--- config.mk ---
export PLATFORM = sky130hd
export DESIGN_NAME = ahb3lite_sram_slave
export DESIGN_NICKNAME = d
export VERILOG_FILES = /design/src/rtl/ahb3lite_sram_slave.sv
export SDC_FILE = /design/constraint.sdc
export NUM_CORES = 1
export LEC_CHECK = 0
export ABC_AREA = 1
export CORE_MARGIN = 8
export CORE_UTILIZATION = 30
export DETAILED_ROUTE_END_ITERATION = 10
export GPL_ROUTABILITY_DRIVEN = 0
export PLACE_DENSITY = 0.56
export RECOVER_POWER = 50
export SLEW_MARGIN = 20
export SYNTH_ARGS = -nofsm -noshare
export SYNTH_HDL_FRONTEND = slang
export SYNTH_SLANG_ARGS = --single-unit
export TNS_END_PERCENT = 30
--- constraint.sdc ---
create_clock -name HCLK -period 2.65 [get_ports HCLK]
set_input_delay 0.53 -clock HCLK [delete_from_list [all_inputs] [get_ports HCLK]]
set_output_delay 0.53 -clock HCLK [all_outputs]
set_load 0.02 [all_outputs]
--- src/rtl/ahb3lite_sram_slave.sv ---
// AHB3-Lite slave in front of a word-organised register-file SRAM.
// Supports byte/halfword/word single and burst transfers, a fixed number of
// wait states per OKAY data phase, and the two-cycle ERROR response.
module ahb3lite_sram_slave #(
  parameter int MEM_WORDS   = 16,
  parameter int WAIT_STATES = 1
) (
  input  logic        HCLK,
  input  logic        HRESET,
  input  logic        HSEL,
  input  logic [15:0] HADDR,
  input  logic [1:0]  HTRANS,
  input  logic        HWRITE,
  input  logic [2:0]  HSIZE,
  input  logic [2:0]  HBURST,
  input  logic [3:0]  HPROT,
  input  logic [31:0] HWDATA,
  input  logic        HREADY,
  output logic [31:0] HRDATA,
  output logic        HREADYOUT,
  output logic        HRESP
);

  localparam int          AW        = (MEM_WORDS > 1) ? $clog2(MEM_WORDS) : 1;
  localparam int unsigned NW        = MEM_WORDS;
  localparam logic [16:0] MEM_BYTES = 17'(MEM_WORDS * 4);
  localparam logic [1:0]  WS_LOAD   = (WAIT_STATES > 0) ? 2'(WAIT_STATES - 1) : 2'd0;

  typedef enum logic [2:0] {
    S_IDLE,
    S_WAIT,
    S_DATA,
    S_ERR1,
    S_ERR2
  } state_t;

  state_t        state;
  state_t        state_nxt;
  logic [1:0]    cnt;
  logic [AW-1:0] word_q;
  logic [1:0]    lane_q;
  logic [1:0]    size_q;
  logic          write_q;
  logic [31:0]   mem [MEM_WORDS];

  logic          accept;
  logic          addr_err;
  logic [3:0]    be;
  logic [31:0]   lane_mask;

  // Burst type, protection and the BUSY/IDLE distinction do not affect behaviour.
  logic unused_bits;
  assign unused_bits = ^{HBURST, HPROT, HTRANS[0]};

  // Address phase is only sampled in states whose data phase is completing.
  always_comb begin
    accept = 1'b0;
    if (state == S_IDLE || state == S_DATA || state == S_ERR2) begin
      accept = HSEL & HREADY & HTRANS[1];
    end
  end

  // Illegal size, out-of-range address or misalignment yields ERROR.
  always_comb begin
    addr_err = 1'b0;
    if (HSIZE > 3'd2)                           addr_err = 1'b1;
    if ({1'b0, HADDR} >= MEM_BYTES)             addr_err = 1'b1;
    if (HSIZE == 3'd1 && HADDR[0])              addr_err = 1'b1;
    if (HSIZE == 3'd2 && HADDR[1:0] != 2'b00)   addr_err = 1'b1;
  end

  // State register, wait counter and latched address-phase controls.
  always_ff @(posedge HCLK) begin
    if (HRESET) begin
      state   <= S_IDLE;
      cnt     <= '0;
      word_q  <= '0;
      lane_q  <= '0;
      size_q  <= '0;
      write_q <= 1'b0;
    end else begin
      state <= state_nxt;
      if (accept) begin
        word_q  <= HADDR[AW+1:2];
        lane_q  <= HADDR[1:0];
        size_q  <= HSIZE[1:0];
        write_q <= HWRITE;
        cnt     <= WS_LOAD;
      end else if (state == S_WAIT && cnt != 2'd0) begin
        cnt <= cnt - 2'd1;
      end
    end
  end

  // Next-state decode.
  always_comb begin
    state_nxt = state;
    case (state)
      S_IDLE, S_DATA, S_ERR2: begin
        if (!accept)                state_nxt = S_IDLE;
        else if (addr_err)          state_nxt = S_ERR1;
        else if (WAIT_STATES == 0)  state_nxt = S_DATA;
        else                        state_nxt = S_WAIT;
      end
      S_WAIT:  if (cnt == 2'd0) state_nxt = S_DATA;
      S_ERR1:  state_nxt = S_ERR2;
      default: state_nxt = S_IDLE;
    endcase
  end

  // Byte-lane enables from the latched size and low address bits.
  always_comb begin
    be = 4'b0000;
    case (size_q)
      2'd0:    be = 4'b0001 << lane_q;
      2'd1:    be = lane_q[1] ? 4'b1100 : 4'b0011;
      default: be = 4'b1111;
    endcase
    lane_mask = {{8{be[3]}}, {8{be[2]}}, {8{be[1]}}, {8{be[0]}}};
  end

  // Memory clear on reset; masked write commit at the end of a write DATA cycle.
  always_ff @(posedge HCLK) begin
    if (HRESET) begin
      for (int unsigned i = 0; i < NW; i++) begin
        mem[AW'(i)] <= '0;
      end
    end else if (state == S_DATA && write_q) begin
      mem[word_q] <= (mem[word_q] & ~lane_mask) | (HWDATA & lane_mask);
    end
  end

  // Bus response outputs decoded from state.
  always_comb begin
    HREADYOUT = 1'b1;
    HRESP     = 1'b0;
    HRDATA    = '0;
    case (state)
      S_WAIT:  HREADYOUT = 1'b0;
      S_DATA:  if (!write_q) HRDATA = mem[word_q];
      S_ERR1: begin
        HREADYOUT = 1'b0;
        HRESP     = 1'b1;
      end
      S_ERR2:  HRESP = 1'b1;
      default: ;
    endcase
  end

endmodule

==> flow_summary_export.csv, run 1 <==
group,metric,value,unit
outcome,status,"finished with violations",
outcome,violations,"negative setup slack",
floorplan,die_y,313.2,um
yosys,seq_area_frac_synth,0.5938,
run,cap_violations,0,
pwr,ir_worst_vdd,0.4068,mV
finish,drive_above_1_share,0.2598,
yosys,yosys_warnings,0,
pwr,switching_power,5244,uW
sta,fin_skew,0.01857,ns
floorplan,design.die.area,98090,um^2
grt,grt_pass1_vias,19093,
sta,worst_slack,-0.2593,ns
yosys,ys_seq_elements,530,
finish,area_growth,21.33,%
worst_setup_path,regToRegSetupSlack,-0.08,ns
grt,grt_max_degree,46,
yosys,syn_inst,2830,
finish,design_area,32150,um^2
cts,cts-root-buf,"clkbuf_16",
pwr,comb_power_share,0.137,
grt,gr-total-overflow,0,
worst_setup_path,startpoint_type,"flip-flop",
yosys,post_synth.cell_area_avg,9.363,um^2
worst_setup_path,worstPathMaxFanout,6,
yosys,synth_area_leaders,"edfxtp_1, nand2_1, nor2_2",
yosys,yosysTopAreaCell,"edfxtp_1",
cts,cts_tree,"done",
worst_setup_path,crit_family,"buffers and inverters",
detailed_routing,drc,0,
placed_design,dp_hpwl,50.16,mm
yosys,yosysTopAreaCellShare,0.5802,
cts,cts_htree_levels,2,
floorplan,num_io_pins,99,
detailed_routing,first_iter_violations,1933,
sta,fmax,343.7,MHz
worst_setup_path,critPathKind,"flip-flop to output port",
pwr,power.density,612.7,nW/um^2
cts,clkTransAtPathRegs,0.06,ns
detailed_routing,num_vias,19987,
hold_path,holdCritPathClass,"flip-flop to flip-flop",
detailed_routing,drt-total-wl,84.08,mm
sta,max_slew_margin,0.4496,
sta,finalSetupViolations,88,
detailed_routing,ant_nets,0,
cts,cts_buffers,56,
sta,tns,-7.980,ns
detailed_routing,first_pass_iters,6,
pwr,p_int,14450,uW
grt,grt_first_pass_wirelength,123.6,mm
worst_setup_path,path_buf_inv,7,
grt,grt_use_total,0.1657,
worst_setup_path,worstPathRequired,2.12,ns
pwr,sw_frac_of_total,0.2662,
pwr,seq_power_share,0.483,
placed_design,placed_cell_area,29630,um^2
worst_setup_path,worstSetupEndpointType,"output port",
sta,whs,0.4668,ns
worst_setup_path,slowest_delay,0.36,ns
cts,clockBufferDepth,3,
pwr,power.leakage,0.01286,uW
floorplan,num_rows,109,
floorplan,fp.dieW,313.2,um
floorplan,fp.coreArea,87970,um^2
floorplan,initial_core_util,0.3012,
placed_design,numPortBuffers,90,
sta,hold_viol_final,0,
sta,finalCritPeriodShare,1.098,
cts,cts_hold_buf,0,
worst_setup_path,critPathMostFrequentCell,"buf_6",
cts,worstSkewPairLatency,0.62,ns
yosys,syn-num-nets,2896,
detailed_routing,avgViaCountPerCell,4.778,
yosys,syn_area,26500,um^2
worst_setup_path,worstPathCellList,"buf_12 -> buf_12 -> buf_8 -> buf_6 -> buf_6 -> nand2_1 -> nand3_1 -> nand3_2 -> nand3_2 -> a21oi_2 -> buf_6 -> buf_6",
detailed_routing,wl_per_cell,20.10,um
yosys,synth-async-reset-ratio,0,
finish,diodes,0,
grt,antenna_found_initial,1,
sta,grt_setup_unrepaired,"true",
sta,finalMaxSlewViolations,0,
yosys,synth_flop_cell,"edfxtp_1",
cts,cts.sinks,530,
yosys,synth-edff-count,512,
finish,num-nets-final,3047,
yosys,ys_types,29,
worst_setup_path,slowest_stage,"dfxtp_4",
pwr,clockPowerShare,0.380,
placed_design,dpl.cell_count,4062,
sta,max_slew.worst_pin.slew,0.8256,ns
sta,post-route-min-period,2.909,ns
worst_setup_path,arrival,2.38,ns
finish,fin_cells,4183,
finish,fin_util,0.3655,
## synthesized netlist by cell type, types with 11 or more instances
cell type	count
nand3_1	351
o21ai_0	11
or2_2	32
nand2_1	806
buf_6	58
buf_2	88
dfxtp_1	18
buf_1	12
inv_1	276
edfxtp_1	512
nor2_2	287
nand2_2	24
a21oi_1	47
nor2_1	238
clkbuf_1	28
## worst paths after layout
check | from | to | cells past startpoint
min reg2reg | cnt[0]$_SDFFE_PP0P_ | cnt[0]$_SDFFE_PP0P_ | 2
min | cnt[0]$_SDFFE_PP0P_ | cnt[0]$_SDFFE_PP0P_ | 2
max | flip-flop | HRDATA[7] | 12
max reg2reg | state[1]$_SDFFE_PP0N_ | mem[6][3]$_SDFFCE_PN0P_ | 7
## kinds of logic (layout without fill, tap and decap cells)
kind of cell / count (synthesis) / after routing / synth area share
and+or+nand+nor: 1765 / 1765 / 0.3048
AOI/OAI and AO/OA: 59 / 59 / 0.01124
DFF: 530 / 530 / 0.5938
buffers and inverters: 475 / 663 / 0.08962
adders and majority gates: 1 / 1 / 0.0004721
## flip-flops by register name, indices dropped and copies added (netlist names), named ones only
register and flops:
word_q 4, state 3, size_q 2, write_q 1, lane_q 2, mem 512, cnt 2
## worst register-to-register path, cell delays in order (launching register included)
cell,delay (ns)
dfxtp_1,0.38
inv_1,0.07
nor3_1,0.28
nand3_1,0.27
nor3_1,0.61
nand2_1,0.34
buf_4,0.44
nor2_2,0.19
## layout by cell type (no fill, tap or decap), types with 23 or more instances in the layout
cell type        synthesis  layout
buf_12                   0      47
buf_4                    8     127
buf_6                   58      23
clkbuf_16                0      57
clkdlybuf4s50_1          0      58
edfxtp_1               512     512
inv_1                  276     276
nand2_1                806     784
nand2_2                 24      46
nand3_1                351     284
nand3_2                  9      74
nor2_1                 238     238
nor2_2                 287     287
or2_2                   32      32
## through the flow
| step | setup slack (ns) | power, uW |
|---|---|---|
| 4_1_cts | -0.2731 | 19830 |
| 3_3_place_gp | -0.1211 | 12190 |
| 5_1_grt | -0.3397 | 20370 |
| 3_5_place_dp | -0.1409 | 12220 |
| 6_report | -0.2593 | 19700 |
| 2_1_floorplan | 0.1692 | 11340 |
## final cells by class
class / count / area (um^2)
fillers: 8791 / 55820
repair inverters: 2 / 25.02
repair buffers: 286 / 3249
inverters: 280 / 1080
clock buffers: 70 / 1475
well taps: 1165 / 1458
clock inverters: 25 / 202.7
multi-input cells: 1825 / 8912
flip-flops and latches: 530 / 15750
## repair_timing
item / CTS / global route
pin swaps: 25 / 30
setup endpoints to repair: 32 / 32
resized for setup: 246 / 54
buffers inserted: 10 / 7
gates cloned: 12 / 0
endpoints found under the hold margin: 0 / 0
## routing by layer
layer  track usage  share of wire  up-vias
met2        0.2608           0.45      744
li1              -              -     9360
met4       0.04196          0.025        0
met5             0              0        -
met1        0.2340           0.45     9747
met3       0.03154          0.080      136
## power groups by stage
stage | Combinational [uW] | Clock (uW) | Sequential [uW]
after global placement | 2510 | 0 | 9680
after detailed placement | 2530 | 0 | 9690
final | 2700 | 7480 | 9510
after floorplan | 1660 | 0 | 9680
after global routing | 2900 | 7930 | 9540
after CTS | 2700 | 7620 | 9510
(Power assumes the default switching activity.)
==> run 2, diff against run 1 <==
==> constraint.sdc (replaced) <==
create_clock -name HCLK -period 2.75 [get_ports HCLK]
set_input_delay 0.55 -clock HCLK [delete_from_list [all_inputs] [get_ports HCLK]]
set_output_delay 0.55 -clock HCLK [all_outputs]
set_load 0.02 [all_outputs]
==> run 2 against run 1 <==
The flow still finishes with violations (negative setup slack). Worst hold slack worse by 0.0043 ns. Power fell by 3.1%. Non-clock buffer count increased by 13.
==> flow_summary_export.csv, run 2 (same netlist as run 1, synthesis figures left out) <==
group,metric,value,unit
finish,seq_area,15750,um^2
sta,tns,-3.145,ns
cts,cts-root-buf,"clkbuf_16",
sta,max_slew.worst_pin.slew,0.9692,ns
finish,fin_util,0.3757,
detailed_routing,avgViaCountPerCell,4.791,
finish,layout_commonest_cell,"nand2_1",
pwr,power.leakage,0.01319,uW
pwr,p_int,13850,uW
floorplan,design.die.area,98090,um^2
finish,mostFrequentLayoutCells,"nand2_1, edfxtp_1, nor2_2",
finish,multi_input_area,9181,um^2
pwr,clockPowerShare,0.376,
grt,antenna_found_initial,0,
pwr,seq_power_share,0.480,
finish,fillers,8664,
floorplan,fp.coreArea,87970,um^2
grt,grt_pass1_vias,19242,
pwr,comb_power_share,0.144,
detailed_routing,drt-total-wl,86.60,mm
floorplan,num_rows,109,
grt,top_usage_layer,"met2",
cts,worstSkewPairLatency,0.63,ns
cts,cts_tree,"done",
floorplan,die_y,313.2,um
floorplan,num_io_pins,99,
finish,top_register,"mem",
worst_setup_path,worstSetupEndpointType,"output port",
worst_setup_path,worstPathRequired,2.20,ns
placed_design,placed_cell_area,29470,um^2
detailed_routing,first_iter_violations,2244,
grt,grt_use_total,0.1690,
detailed_routing,ant_nets,0,
finish,fin_cells,4208,
grt,grt_max_degree,33,
finish,area_growth,24.71,%
outcome,status,"finished with violations",
worst_setup_path,arrival,2.35,ns
finish,largest_register_ffs,512,
finish,top_regs,"mem (512), word_q (4), state (3)",
floorplan,initial_core_util,0.3012,
cts,clockBufferDepth,3,
hold_path,holdCritPathClass,"flip-flop to flip-flop",
finish,design_area,33050,um^2
placed_design,dpl.cell_count,4040,
sta,fmax,344.8,MHz
worst_setup_path,startpoint_type,"flip-flop",
sta,finalSetupViolations,32,
sta,hold_viol_final,0,
run,cap_violations,0,
pwr,switching_power,5244,uW
placed_design,post-place-ws,-0.07006,ns
sta,post-route-min-period,2.900,ns
sta,fin_skew,0.03007,ns
grt,use_met3,0.03233,
sta,grt_setup_unrepaired,"true",
cts,cts_buffers,57,
cts,cts.sinks,530,
detailed_routing,drc,0,
detailed_routing,first_pass_iters,8,
placed_design,numPortBuffers,90,
pwr,power.density,577.8,nW/um^2
sta,worst_slack,-0.1502,ns
worst_setup_path,worstPathCellList,"buf_12 -> clkinv_16 -> clkbuf_16 -> buf_6 -> nand2_2 -> nand3_2 -> nand3_2 -> nand3_2 -> a21oi_2 -> buf_4 -> buf_6",
worst_setup_path,critPathKind,"flip-flop to output port",
grt,gr-total-overflow,0,
detailed_routing,num_vias,20162,
detailed_routing,wl_per_cell,20.58,um
pwr,ir_worst_vdd,0.4135,mV
worst_setup_path,critPathMostFrequentCell,"nand3_2",
grt,gr-usage-met1,0.2363,
outcome,violations,"negative setup slack",
cts,cts_hold_buf,0,
sta,finalCritPeriodShare,1.055,
cts,clkTransAtPathRegs,0.06,ns
worst_setup_path,slowest_delay,0.42,ns
finish,diodes,0,
sta,finalMaxSlewViolations,0,
grt,grt_util_met2,0.2675,
worst_setup_path,worstPathMaxFanout,7,
grt,grt_first_pass_wirelength,125.5,mm
finish,num-nets-final,3062,
sta,max_slew_margin,0.3539,
floorplan,fp.dieW,313.2,um
cts,cts_htree_levels,2,
placed_design,dp_hpwl,49.02,mm
finish,drive_above_1_share,0.2754,
worst_setup_path,slowest_stage,"dfxtp_4",
pwr,sw_frac_of_total,0.2746,
==> run 2: cell types whose count changed in the layout (fill, tap and decap cells not counted), moves of 13 or more <==
| cell | previous run | this run |
|---|---|---|
| buf_16 | 7 | 22 |
| nand2_1 | 784 | 771 |
| clkinv_1 | 10 | 24 |
| nand3_1 | 284 | 254 |
| buf_4 | 127 | 108 |
| nand2_2 | 46 | 59 |
| nand3_2 | 74 | 95 |
| buf_6 | 23 | 36 |
==> run 2: per-layer routing <==
layer	part of all wire	wire length, um	vias up
met4	0.024	2049	0
li1	-	-	9421
met3	0.080	6886	148
met1	0.44	38150	9820
met2	0.46	39510	773
met5	0	0	-
==> run 2: area by class of cell <==
cell class	instances	share of cell area
timing repair inverter	3	0.001439
multi-input combinational	1825	0.2778
inverter	280	0.03267
sequential	530	0.4765
timing repair buffer	299	0.1171
clock buffer	73	0.04498
tap	1165	0.04411
clock inverter	33	0.005338
==> run 2: critical path: cells and delay by family (launching register included) <==
family	cells	cell delay, ns
buf+inv	6	0.84
flops	1	0.42
simple gates	4	0.29
compound gates	1	0.18
==> run 2: what timing repair did <==
action                                  CTS  global route
resized for setup                       300            97
pin swaps                                42            51
buffers inserted                         22            12
gates cloned                             20             8
endpoints found under the setup margin   32            32
==> run 2: per-stage QoR <==
step | power, uW | hold slack, ns
after floorplan | 10930 | 0.4382
after global placement | 11710 | 0.4485
after detailed placement | 11720 | 0.4580
after CTS | 19070 | 0.4676
after global routing | 19690 | 0.4815
final | 19090 | 0.4625
==> run 2: path summary, 6_finish.rpt <==
check                                            from                  endpoint  slack [ns]  cells past startpoint
worst min register to register    cnt[0]$_SDFFE_PP0P_       cnt[0]$_SDFFE_PP0P_        0.46                      2
worst max-delay path                        flip-flop                 HRDATA[0]       -0.15                     11
worst min-delay path              cnt[0]$_SDFFE_PP0P_       cnt[0]$_SDFFE_PP0P_        0.46                      2
worst max register to register  state[1]$_SDFFE_PP0N_  mem[3][30]$_SDFFCE_PN0P_        0.02                      7
==> run 2: power by group through the flow <==
stage,clock network (uW),registers [uW],logic (uW)
after detailed placement,0,9340,2380
after CTS,7250,9170,2650
final,7170,9170,2760
after global routing,7560,9190,2940
after floorplan,0,9320,1600
after global placement,0,9330,2380
